### src/rtl/morse_pkg.sv
// morse_pkg: FSM state codes, character code limits, gap lengths and the A..Z element lookup
package morse_pkg;
    localparam logic [2:0] S_IDLE = 3'd0, S_LOAD = 3'd1, S_MARK = 3'd2, S_GAP = 3'd3, S_CHAR_GAP = 3'd4, S_WORD_GAP = 3'd5;
    localparam logic [4:0] CODE_SPACE = 5'd0, CODE_MAX_VALID = 5'd26;
    localparam int GAP_ELEM_UNITS = 1, GAP_CHAR_UNITS = 3, GAP_WORD_UNITS = 4, DASH_UNITS = 3;
    // {length, pattern}: pattern is MSB-first, 1 = dash
    function automatic logic [6:0] morse_lookup(input logic [4:0] code);
        case (code)
            5'd1:  morse_lookup = {3'd2, 4'b0100};
            5'd2:  morse_lookup = {3'd4, 4'b1000};
            5'd3:  morse_lookup = {3'd4, 4'b1010};
            5'd4:  morse_lookup = {3'd3, 4'b1000};
            5'd5:  morse_lookup = {3'd1, 4'b0000};
            5'd6:  morse_lookup = {3'd4, 4'b0010};
            5'd7:  morse_lookup = {3'd3, 4'b1100};
            5'd8:  morse_lookup = {3'd4, 4'b0000};
            5'd9:  morse_lookup = {3'd2, 4'b0000};
            5'd10: morse_lookup = {3'd4, 4'b0111};
            5'd11: morse_lookup = {3'd3, 4'b1010};
            5'd12: morse_lookup = {3'd4, 4'b0100};
            5'd13: morse_lookup = {3'd2, 4'b1100};
            5'd14: morse_lookup = {3'd2, 4'b1000};
            5'd15: morse_lookup = {3'd3, 4'b1110};
            5'd16: morse_lookup = {3'd4, 4'b0110};
            5'd17: morse_lookup = {3'd4, 4'b1101};
            5'd18: morse_lookup = {3'd3, 4'b0100};
            5'd19: morse_lookup = {3'd3, 4'b0000};
            5'd20: morse_lookup = {3'd1, 4'b1000};
            5'd21: morse_lookup = {3'd3, 4'b0010};
            5'd22: morse_lookup = {3'd4, 4'b0001};
            5'd23: morse_lookup = {3'd3, 4'b0110};
            5'd24: morse_lookup = {3'd4, 4'b1001};
            5'd25: morse_lookup = {3'd4, 4'b1011};
            5'd26: morse_lookup = {3'd4, 4'b1100};
            default: morse_lookup = 7'd0;
        endcase
    endfunction
endpackage

### src/rtl/morse_fifo.sv
// morse_fifo: synchronous FIFO with wrap-bit pointers; reset flushes the queue
module morse_fifo #(
    parameter int WIDTH = 5,
    parameter int DEPTH = 4
) (
    input  logic             clk,
    input  logic             rst,
    input  logic             push,
    input  logic             pop,
    input  logic [WIDTH-1:0] din,
    output logic [WIDTH-1:0] dout,
    output logic             full,
    output logic             empty
);
    localparam int AW = $clog2(DEPTH);
    logic [WIDTH-1:0] mem_q [DEPTH];
    logic [AW:0] wr_q, wr_d, rd_q, rd_d;
    assign full = wr_q == {~rd_q[AW], rd_q[AW-1:0]};
    assign empty = wr_q == rd_q;
    assign dout = mem_q[rd_q[AW-1:0]];
    always_comb begin
        wr_d = push && !full ? wr_q + 1'b1 : wr_q;
        rd_d = pop && !empty ? rd_q + 1'b1 : rd_q;
    end
    always_ff @(posedge clk) begin
        if (rst) begin
            wr_q <= '0;
            rd_q <= '0;
        end else begin
            wr_q <= wr_d;
            rd_q <= rd_d;
        end
    end
    always_ff @(posedge clk) begin
        if (push && !full) mem_q[wr_q[AW-1:0]] <= din;
    end
endmodule

### src/rtl/morse_stream_encoder.sv
// morse_stream_encoder: buffered A..Z Morse keyer with ITU timing; define MORSE_TONE_EN for a keyed sidetone on tone_out
module morse_stream_encoder
    import morse_pkg::*;
#(
    parameter int UNIT_CYCLES = 4,
    parameter int FIFO_DEPTH = 4,
    parameter int TONE_DIV = 8
) (
    input  logic       clk,
    input  logic       rst,
    input  logic       in_valid,
    output logic       in_ready,
    input  logic [4:0] in_code,
    output logic       morse_out,
    output logic       busy,
    output logic       err,
    output logic       tone_out
);
    localparam int CW = $clog2(UNIT_CYCLES * 3);
    localparam logic [CW-1:0] U_LAST = CW'(UNIT_CYCLES - 1);
    logic [2:0] state_q, state_d, len_q, len_d;
    logic [CW-1:0] cnt_q, cnt_d;
    logic [1:0] units_q, units_d, start_units;
    logic [4:0] code_q, code_d, fifo_dout, start_code;
    logic [3:0] pat_q, pat_d, start_pat;
    logic [6:0] look;
    logic err_q, err_d, fifo_full, fifo_empty, fifo_push, fifo_pop, unit_end, gap_end;
    morse_fifo #(.WIDTH(5), .DEPTH(FIFO_DEPTH)) u_fifo (
        .clk(clk),
        .rst(rst),
        .push(fifo_push),
        .pop(fifo_pop),
        .din(in_code),
        .dout(fifo_dout),
        .full(fifo_full),
        .empty(fifo_empty)
    );
    assign in_ready = !fifo_full;
    assign fifo_push = in_valid && in_ready && in_code <= CODE_MAX_VALID;
    assign err_d = in_valid && in_ready && in_code > CODE_MAX_VALID;
    assign unit_end = cnt_q == '0 && units_q == '0;
    assign gap_end = unit_end && (state_q == S_CHAR_GAP || state_q == S_WORD_GAP);
    assign fifo_pop = !fifo_empty && (state_q == S_IDLE || gap_end);
    assign look = morse_lookup(fifo_dout);
    // LOAD starts from the registered pop; a gap ending with data waiting starts straight from the FIFO head
    assign start_code = state_q == S_LOAD ? code_q : fifo_dout;
    assign start_pat = state_q == S_LOAD ? pat_q : look[3:0];
    assign start_units = start_code == CODE_SPACE ? 2'(GAP_WORD_UNITS - 1) : start_pat[3] ? 2'(DASH_UNITS - 1) : 2'd0;
    assign morse_out = state_q == S_MARK;
    assign busy = state_q != S_IDLE || !fifo_empty;
    assign err = err_q;
    always_comb begin
        state_d = state_q;
        cnt_d = cnt_q == '0 ? U_LAST : cnt_q - 1'b1;
        units_d = cnt_q == '0 ? units_q - 2'd1 : units_q;
        code_d = fifo_pop ? fifo_dout : code_q;
        len_d = fifo_pop ? look[6:4] : len_q;
        pat_d = fifo_pop ? look[3:0] : pat_q;
        if (state_q == S_IDLE) begin
            state_d = fifo_pop ? S_LOAD : S_IDLE;
        end else if (state_q == S_LOAD || (gap_end && fifo_pop)) begin
            state_d = start_code == CODE_SPACE ? S_WORD_GAP : S_MARK;
            cnt_d = U_LAST;
            units_d = start_units;
        end else if (unit_end && state_q == S_MARK) begin
            state_d = len_q > 3'd1 ? S_GAP : S_CHAR_GAP;
            units_d = len_q > 3'd1 ? 2'(GAP_ELEM_UNITS - 1) : 2'(GAP_CHAR_UNITS - 1);
            len_d = len_q - 3'd1;
            pat_d = pat_q << 1;
        end else if (unit_end && state_q == S_GAP) begin
            state_d = S_MARK;
            units_d = pat_q[3] ? 2'(DASH_UNITS - 1) : 2'd0;
        end else if (gap_end) begin
            state_d = S_IDLE;
        end
    end
    always_ff @(posedge clk) begin
        if (rst) begin
            state_q <= S_IDLE;
            cnt_q <= '0;
            units_q <= '0;
            code_q <= '0;
            len_q <= '0;
            pat_q <= '0;
            err_q <= 1'b0;
        end else begin
            state_q <= state_d;
            cnt_q <= cnt_d;
            units_q <= units_d;
            code_q <= code_d;
            len_q <= len_d;
            pat_q <= pat_d;
            err_q <= err_d;
        end
    end
`ifdef MORSE_TONE_EN
    localparam int TW = $clog2(TONE_DIV + 1);
    logic [TW-1:0] div_q, div_d;
    logic tone_q, tone_d;
    always_comb begin
        div_d = morse_out && div_q != TW'(TONE_DIV - 1) ? div_q + 1'b1 : '0;
        tone_d = morse_out && (div_q == TW'(TONE_DIV - 1) ? !tone_q : tone_q);
    end
    always_ff @(posedge clk) begin
        if (rst) begin
            div_q <= '0;
            tone_q <= 1'b0;
        end else begin
            div_q <= div_d;
            tone_q <= tone_d;
        end
    end
    assign tone_out = tone_q && morse_out;
`else
    assign tone_out = 1'b0;
`endif
endmodule

### config.mk
export PLATFORM = sky130hd
export DESIGN_NAME = morse_stream_encoder
export DESIGN_NICKNAME = d
export VERILOG_FILES = /design/src/rtl/morse_pkg.sv /design/src/rtl/morse_fifo.sv /design/src/rtl/morse_stream_encoder.sv
export SDC_FILE = /design/constraint.sdc
export NUM_CORES = 1
export LEC_CHECK = 0
export ABC_CLOCK_PERIOD_IN_PS = 4000
export BUFFER_PORTS_ARGS = -buffer_cell sky130_fd_sc_hd__buf_2
export CAP_MARGIN = 20
export CORE_UTILIZATION = 30
export CTS_BUF_LIST = sky130_fd_sc_hd__clkbuf_4
export DETAILED_ROUTE_END_ITERATION = 7
export SYNTH_ARGS = -nofsm -noshare
export SYNTH_HDL_FRONTEND = slang
export SYNTH_HIERARCHICAL = 1
export SYNTH_SLANG_ARGS = --single-unit
### constraint.sdc
create_clock -name clk -period 4 [get_ports clk]
set_input_delay 1 -clock clk [delete_from_list [all_inputs] [get_ports clk]]
set_output_delay 1 -clock clk [all_outputs]
set_load 0.01 [all_outputs]
==> out/metrics.cfg, run 1 <==
[outcome]
outcome = completed

[sta]
skew_ps = 22.0
rsz0062_at_grt = false
hold_viol = 0
fmax_mhz = 328
whs_ps = 461
finalSetupViolations = 0
fin_tns_setup_ps = 0
worst_pin_slew_ps = 670
fin_ws_ps = 953
period_minus_slack_ps = 3050
slew_viol_final = 0
fin_crit_sh_pct = 76.2
slew_headroom_pct = 55.2

[yosys]
synth-seq-cells = 50
synth-edff-count = 20
synth_top_area_cell = dfxtp_1
netlist.area_leader.share_pct = 19.2
synth-main-ff-cell = dfxtp_1
synth_area_mm2 = 0.00313
ys_seq_area_share_pct = 38.4
synth_area_leaders = dfxtp_1, edfxtp_1, ha_1
synth.avg_cell_area_um2 = 9.84
syn_nets = 344
synthCells = 318
synth_cell_types = 69
async_flop_share_pct = 0
synth_warnings = 6

[global_route]
antenna_found_initial = 0
grt_pass1_wl_um = 10600
top_usage_layer = met2
use_met3_pct = 1.50
grt_max_degree = 31
use_met1_pct = 15.2
grtUsageMet2_pct = 20.6
grt_pass1_vias = 2243
gr-total-overflow = 0
track_usage_pct = 11.8

[final_layout]
final_nets = 344
area_delta_synth_final_pct = 6.00
fillerInstances = 1001
layout_common_cells = dfxtp_1, nand2_1, inv_1
multi_input_area_mm2 = 0.00171
final_cell_area_mm2 = 0.00332
utilization_pct = 33.3
final_common_cell = dfxtp_1
seq_area_mm2 = 0.00120
drive_gt1_share_pct = 13.8
num_antenna_cells = 0
final_cells = 452

[placement]
place_congestion = 0.807
dp_cells = 444
pre_cts_slack_ps = 1040
placed_area_mm2 = 0.00323
dp_hpwl_um = 4540
numPortBuffers = 11

[pwr]
pwr-share-comb_pct = 49.6
peakVddDrop_v = 0.000171
p_sw_mw = 0.931
p_sw_share_pct = 42.8
report.power.total_mw = 2.18
power.internal_mw = 1.24
pwr-share-clk_pct = 14.5
leakagePower_nw = 1.25
seqPwrFrac_pct = 35.9
powerDensity_mw_per_mm2 = 656

[cts]
hold_buffers = 0
clk_latency_ps = 380
clockBufferDepth = 2
clock-sinks = 50
numCtsBuffers = 5
cts-root-buf = clkbuf_4
cts_setup_buffers = 0
cts_tree = yes
path_clk_slew_ps = 160
cts_resized = 0
cts_max_level = 2

[setup_path]
worstPathRequired_ps = 3000
arrival_ps = 2050
crit_path_start_kind = flip-flop
cp_max_fo = 9
r2r_cells = 8
end_kind = output port
crit_type = flip-flop to output port

[routing]
drt_iter0_markers = 135
drc = 0
drt_wl_total_um = 6190
postRouteAntennaNets = 0
viasPerCell = 5.16
vias = 2333
wire_per_inst_um = 13.7
dr.pass1.iters = 6

[die]
std_cell_rows = 36
fp.dieW_um = 104
die_area_mm2 = 0.0108
core_area_mm2 = 0.00995
ios = 13
start_util_pct = 31.4
dieHeight_um = 104

[run]
drv_cap = 0

[hold_path]
hold_path_depth = 2
hold_path_class = flip-flop to flip-flop

## worst max-delay path: stages, from the launching register on
cell and delay (ps):
dfxtp_1 610, xor2_4 160, nor3_1 540, nand2_1 170
buf_2 190
## registers in the layout (all words and copies together) (netlist names), named ones only
register	count
u_fifo/mem_q	20
code_q	5
cnt_q	4
pat_q	4
len_q	3
state_q	3
u_fifo/rd_q	3
u_fifo/wr_q	3
units_q	2
err	1
## routing by layer
metal | vias up | wire [µm]
met3 | 6 | 182
li1 | 1167 | -
met1 | 1118 | 2920
met2 | 42 | 3020
met5 | - | 0
met4 | 0 | 72
## final cells by class
cell class                      instances  area share (%)
Inverter                               23            2.64
Timing Repair Buffer                   12            1.89
Tap cell                              133            5.02
Sequential cell                        50            36.2
Clock buffer                            5            1.13
Clock inverter                          3            1.43
Multi-Input combinational cell        226            51.7
## cell usage after synthesis, types with 2 or more instances
master / count
dfxtp_1: 30
nand2_1: 26
inv_1: 22
edfxtp_1: 20
o21ai_0: 19
ha_1: 18
a21oi_1: 16
nor2_1: 13
nor3_1: 12
nand3_1: 10
a31oi_1: 7
nand4_1: 7
mux4_2: 6
and2_1: 5
buf_2: 5
buf_6: 5
clkbuf_1: 5
mux2i_1: 5
nor3b_1: 5
o211ai_1: 5
and3_1: 4
nor2b_1: 4
xnor2_1: 4
xor2_1: 4
a211o_1: 3
a22oi_1: 3
buf_4: 3
nand2b_1: 3
a211oi_1: 2
a41oi_1: 2
nor3b_2: 2
nor4_4: 2
nor4bb_1: 2
o21ai_1: 2
or3_1: 2
or4_4: 2
## worst paths after layout
kind                                     start              to  slack [ps]
worst max-delay path            u_fifo/wr_q[1]            busy         950
worst min-delay path                 code_q[1]       code_q[1]         460
worst max register to register  u_fifo/wr_q[0]  u_fifo/rd_q[2]        1120
worst min register to register       code_q[1]       code_q[1]         460
## power by group through the flow
stage / Combinational [mW] / Sequential [mW] / Clock, mW
after floorplan: 0.979 / 0.721 / 0
after global placement: 1.06 / 0.788 / 0
after detailed placement: 1.08 / 0.791 / 0
after CTS: 1.08 / 0.779 / 0.326
after global routing: 1.22 / 0.804 / 0.343
final: 1.08 / 0.782 / 0.314
## cell families (layout without fill, tap and decap cells)
logic type	count (synthesis)	in the layout	share of synthesized area [%]
simple gates	112	112	22.1
compound gates	74	74	16.0
flops	50	50	38.4
buf+inv	42	43	6.84
fa+ha+maj	18	18	7.20
mux	12	12	6.28
xor+xnor	9	9	3.12
other cells	1	1	0.120
Power figures use the tool's default switching activity.
==> run 2: changes to the inputs <==
ABC_CLOCK_PERIOD_IN_PS = 2700   (was 4000)
clock period = 2.7 ns   (was 4 ns; I/O delays follow)
==> run 2 against run 1 <==
  * Setup slack lost 690 ps
  * Die area is the same
  * Count of clock-buffer cells in the layout is the same
  * Sequential power grew 39%
  * Largest cell class unchanged
  * Global-route usage grew 0.16 points
  * Wire length grew 2.6%
  * Critical path type is now flip-flop to flip-flop
  * Worst hold slack gained 7.4 ps
  * First-iteration DRC count shrank 26%
  * Combinational power grew 68%
  * Clock skew shrank 3.7 ps
==> out/metrics.cfg, run 2 (synthesis results as in run 1) <==
[setup_path]
crit_path_start_kind = flip-flop  ; unchanged
r2r_cells = 7  ; was 8
r2r_slack_ps = 270  ; was 1120 ps
arrival_ps = 2760  ; was 2050 ps
worstPathRequired_ps = 3020  ; was 3000 ps
crit_type = flip-flop to flip-flop  ; was flip-flop to output port
cp_max_fo = 11  ; was 9
reg2reg_to = state_q[0]  ; was u_fifo/rd_q[2]
crit_path_end = state_q[0]  ; was busy
end_kind = flip-flop  ; was output port

[die]
ios = 13  ; unchanged
die_area_mm2 = 0.0108  ; unchanged
dieHeight_um = 104  ; unchanged
fp.dieW_um = 104  ; unchanged
start_util_pct = 31.4  ; unchanged
std_cell_rows = 36  ; unchanged
core_area_mm2 = 0.00995  ; unchanged

[routing]
drc = 0  ; unchanged
drt_iter0_markers = 100  ; was 135
vias = 2400  ; was 2333
wire_per_inst_um = 13.5  ; was 13.7 µm
drt_wl_total_um = 6360  ; was 6190 µm
dr.pass1.iters = 4  ; was 6
postRouteAntennaNets = 0  ; unchanged
viasPerCell = 5.10  ; was 5.16

[sta]
rsz0062_at_grt = false  ; unchanged
whs_ps = 468  ; was 461 ps
worst_pin_slew_ps = 544  ; was 670 ps
fin_crit_sh_pct = 90.1
slew_headroom_pct = 63.5  ; was 55.2%
fmax_mhz = 411
skew_ps = 18.2  ; was 22.0 ps
slew_viol_final = 0  ; unchanged
fin_tns_setup_ps = 0  ; unchanged
fin_ws_ps = 266  ; was 953 ps
period_minus_slack_ps = 2430
finalSetupViolations = 0  ; unchanged
hold_viol = 0  ; unchanged

[cts]
cts_resized = 0  ; unchanged
clk_latency_ps = 380  ; about the same
cts_max_level = 2  ; unchanged
numCtsBuffers = 5  ; unchanged
cts_setup_buffers = 0  ; unchanged
cts-root-buf = clkbuf_4  ; unchanged
clockBufferDepth = 2  ; unchanged
clock-sinks = 50  ; unchanged
path_clk_slew_ps = 170  ; was 160 ps
hold_buffers = 0  ; unchanged
cts_tree = yes  ; unchanged

[pwr]
power.internal_mw = 1.88  ; was 1.24 mW
seqPwrFrac_pct = 33.2  ; was 35.9%
p_sw_share_pct = 43.0  ; was 42.8%
pwr-share-comb_pct = 55.0  ; was 49.6%
powerDensity_mw_per_mm2 = 957  ; was 656 mW/mm²
peakVddDrop_v = 0.000272  ; was 0.000171 V
leakagePower_nw = 1.33  ; was 1.25 nW
p_sw_mw = 1.42  ; was 0.931 mW
pwr-share-clk_pct = 11.8  ; was 14.5%

[run]
drv_cap = 0  ; unchanged

[outcome]
outcome = completed  ; unchanged

[global_route]
gr-total-overflow = 0  ; unchanged
grt_max_degree = 30  ; was 31
antenna_found_initial = 0  ; unchanged
track_usage_pct = 12.0  ; was 11.8%
grt_pass1_wl_um = 10700  ; was 10600 µm
grt_pass1_vias = 2313  ; was 2243

[final_layout]
largest_reg_flops = 20  ; unchanged
num_antenna_cells = 0  ; unchanged
final_common_cell = dfxtp_1  ; unchanged
drive_gt1_share_pct = 18.6  ; was 13.8%
layout_common_cells = dfxtp_1, nand2_1, inv_1  ; unchanged
area_delta_synth_final_pct = 9.96  ; was 6.00%
final_cells = 471  ; was 452
final_nets = 363  ; was 344

[hold_path]
hold_path_class = flip-flop to flip-flop  ; unchanged
hold_path_depth = 2  ; unchanged

[placement]
dp_cells = 463  ; was 444
dp_hpwl_um = 4810  ; was 4540 µm
pre_cts_slack_ps = 285  ; was 1040 ps
place_congestion = 0.808  ; was 0.807
numPortBuffers = 11  ; unchanged

run 2: changes by cell type in the layout (fill, tap and decap cells not counted), sizes merged:
cell	previous run	this run
buf	12	31
bufinv	1	0
clkinv	1	2
run 2: layout make-up:
class | instances | area [µm²]
inverters | 23 | 87.6
flip-flops and latches | 50 | 1200
well taps | 133 | 166
clock inverters | 3 | 28.8
multi-input cells | 226 | 1710
repair buffers | 31 | 205
fillers | 998 | 6510
clock buffers | 5 | 37.5
run 2: worst min path at each step:
stage	slack, ps	from	end
after floorplan	430	code_q[3]	code_q[3]
after global placement	440	code_q[1]	code_q[1]
after detailed placement	450	code_q[2]	code_q[2]
after CTS	470	code_q[3]	code_q[3]
after global routing	490	code_q[1]	code_q[1]
final	470	code_q[3]	code_q[3]
run 2: power by group through the flow:
| stage | registers (mW) | clock network, mW | logic [mW] |
|---|---|---|---|
| 4_1_cts | 1.09 | 0.411 | 1.82 |
| 5_1_grt | 1.12 | 0.431 | 2.00 |
| 3_3_place_gp | 1.11 | 0 | 1.79 |
| 3_5_place_dp | 1.11 | 0 | 1.81 |
| 2_1_floorplan | 1.07 | 0 | 1.45 |
| 6_report | 1.09 | 0.389 | 1.81 |
run 2: per-layer routing:
metal / routed length [µm] / GRT usage [%]
met3: 208 / 2.19
met2: 3110 / 21.2
met4: 68 / 3.67
met1: 2970 / 14.6
met5: 0 / 0
run 2: stage by stage:
step / total power [mW] / util [%] / area [µm²]
5_1_grt: 3.55 / 34.6 / 3440
3_5_place_dp: 2.92 / 33.9 / 3370
2_1_floorplan: 2.52 / - / 3130
3_3_place_gp: 2.90 / 33.9 / 3370
4_1_cts: 3.33 / 34.6 / 3440
6_report: 3.29 / 34.6 / 3440
run 2: critical path, stage by stage, from the launching register on:
cell      delay (ps)
dfxtp_1          430
buf_4            160
mux4_2           620
or4_4            580
nor4_4           170
or2_1            140
o221ai_1         110
a21oi_1          160
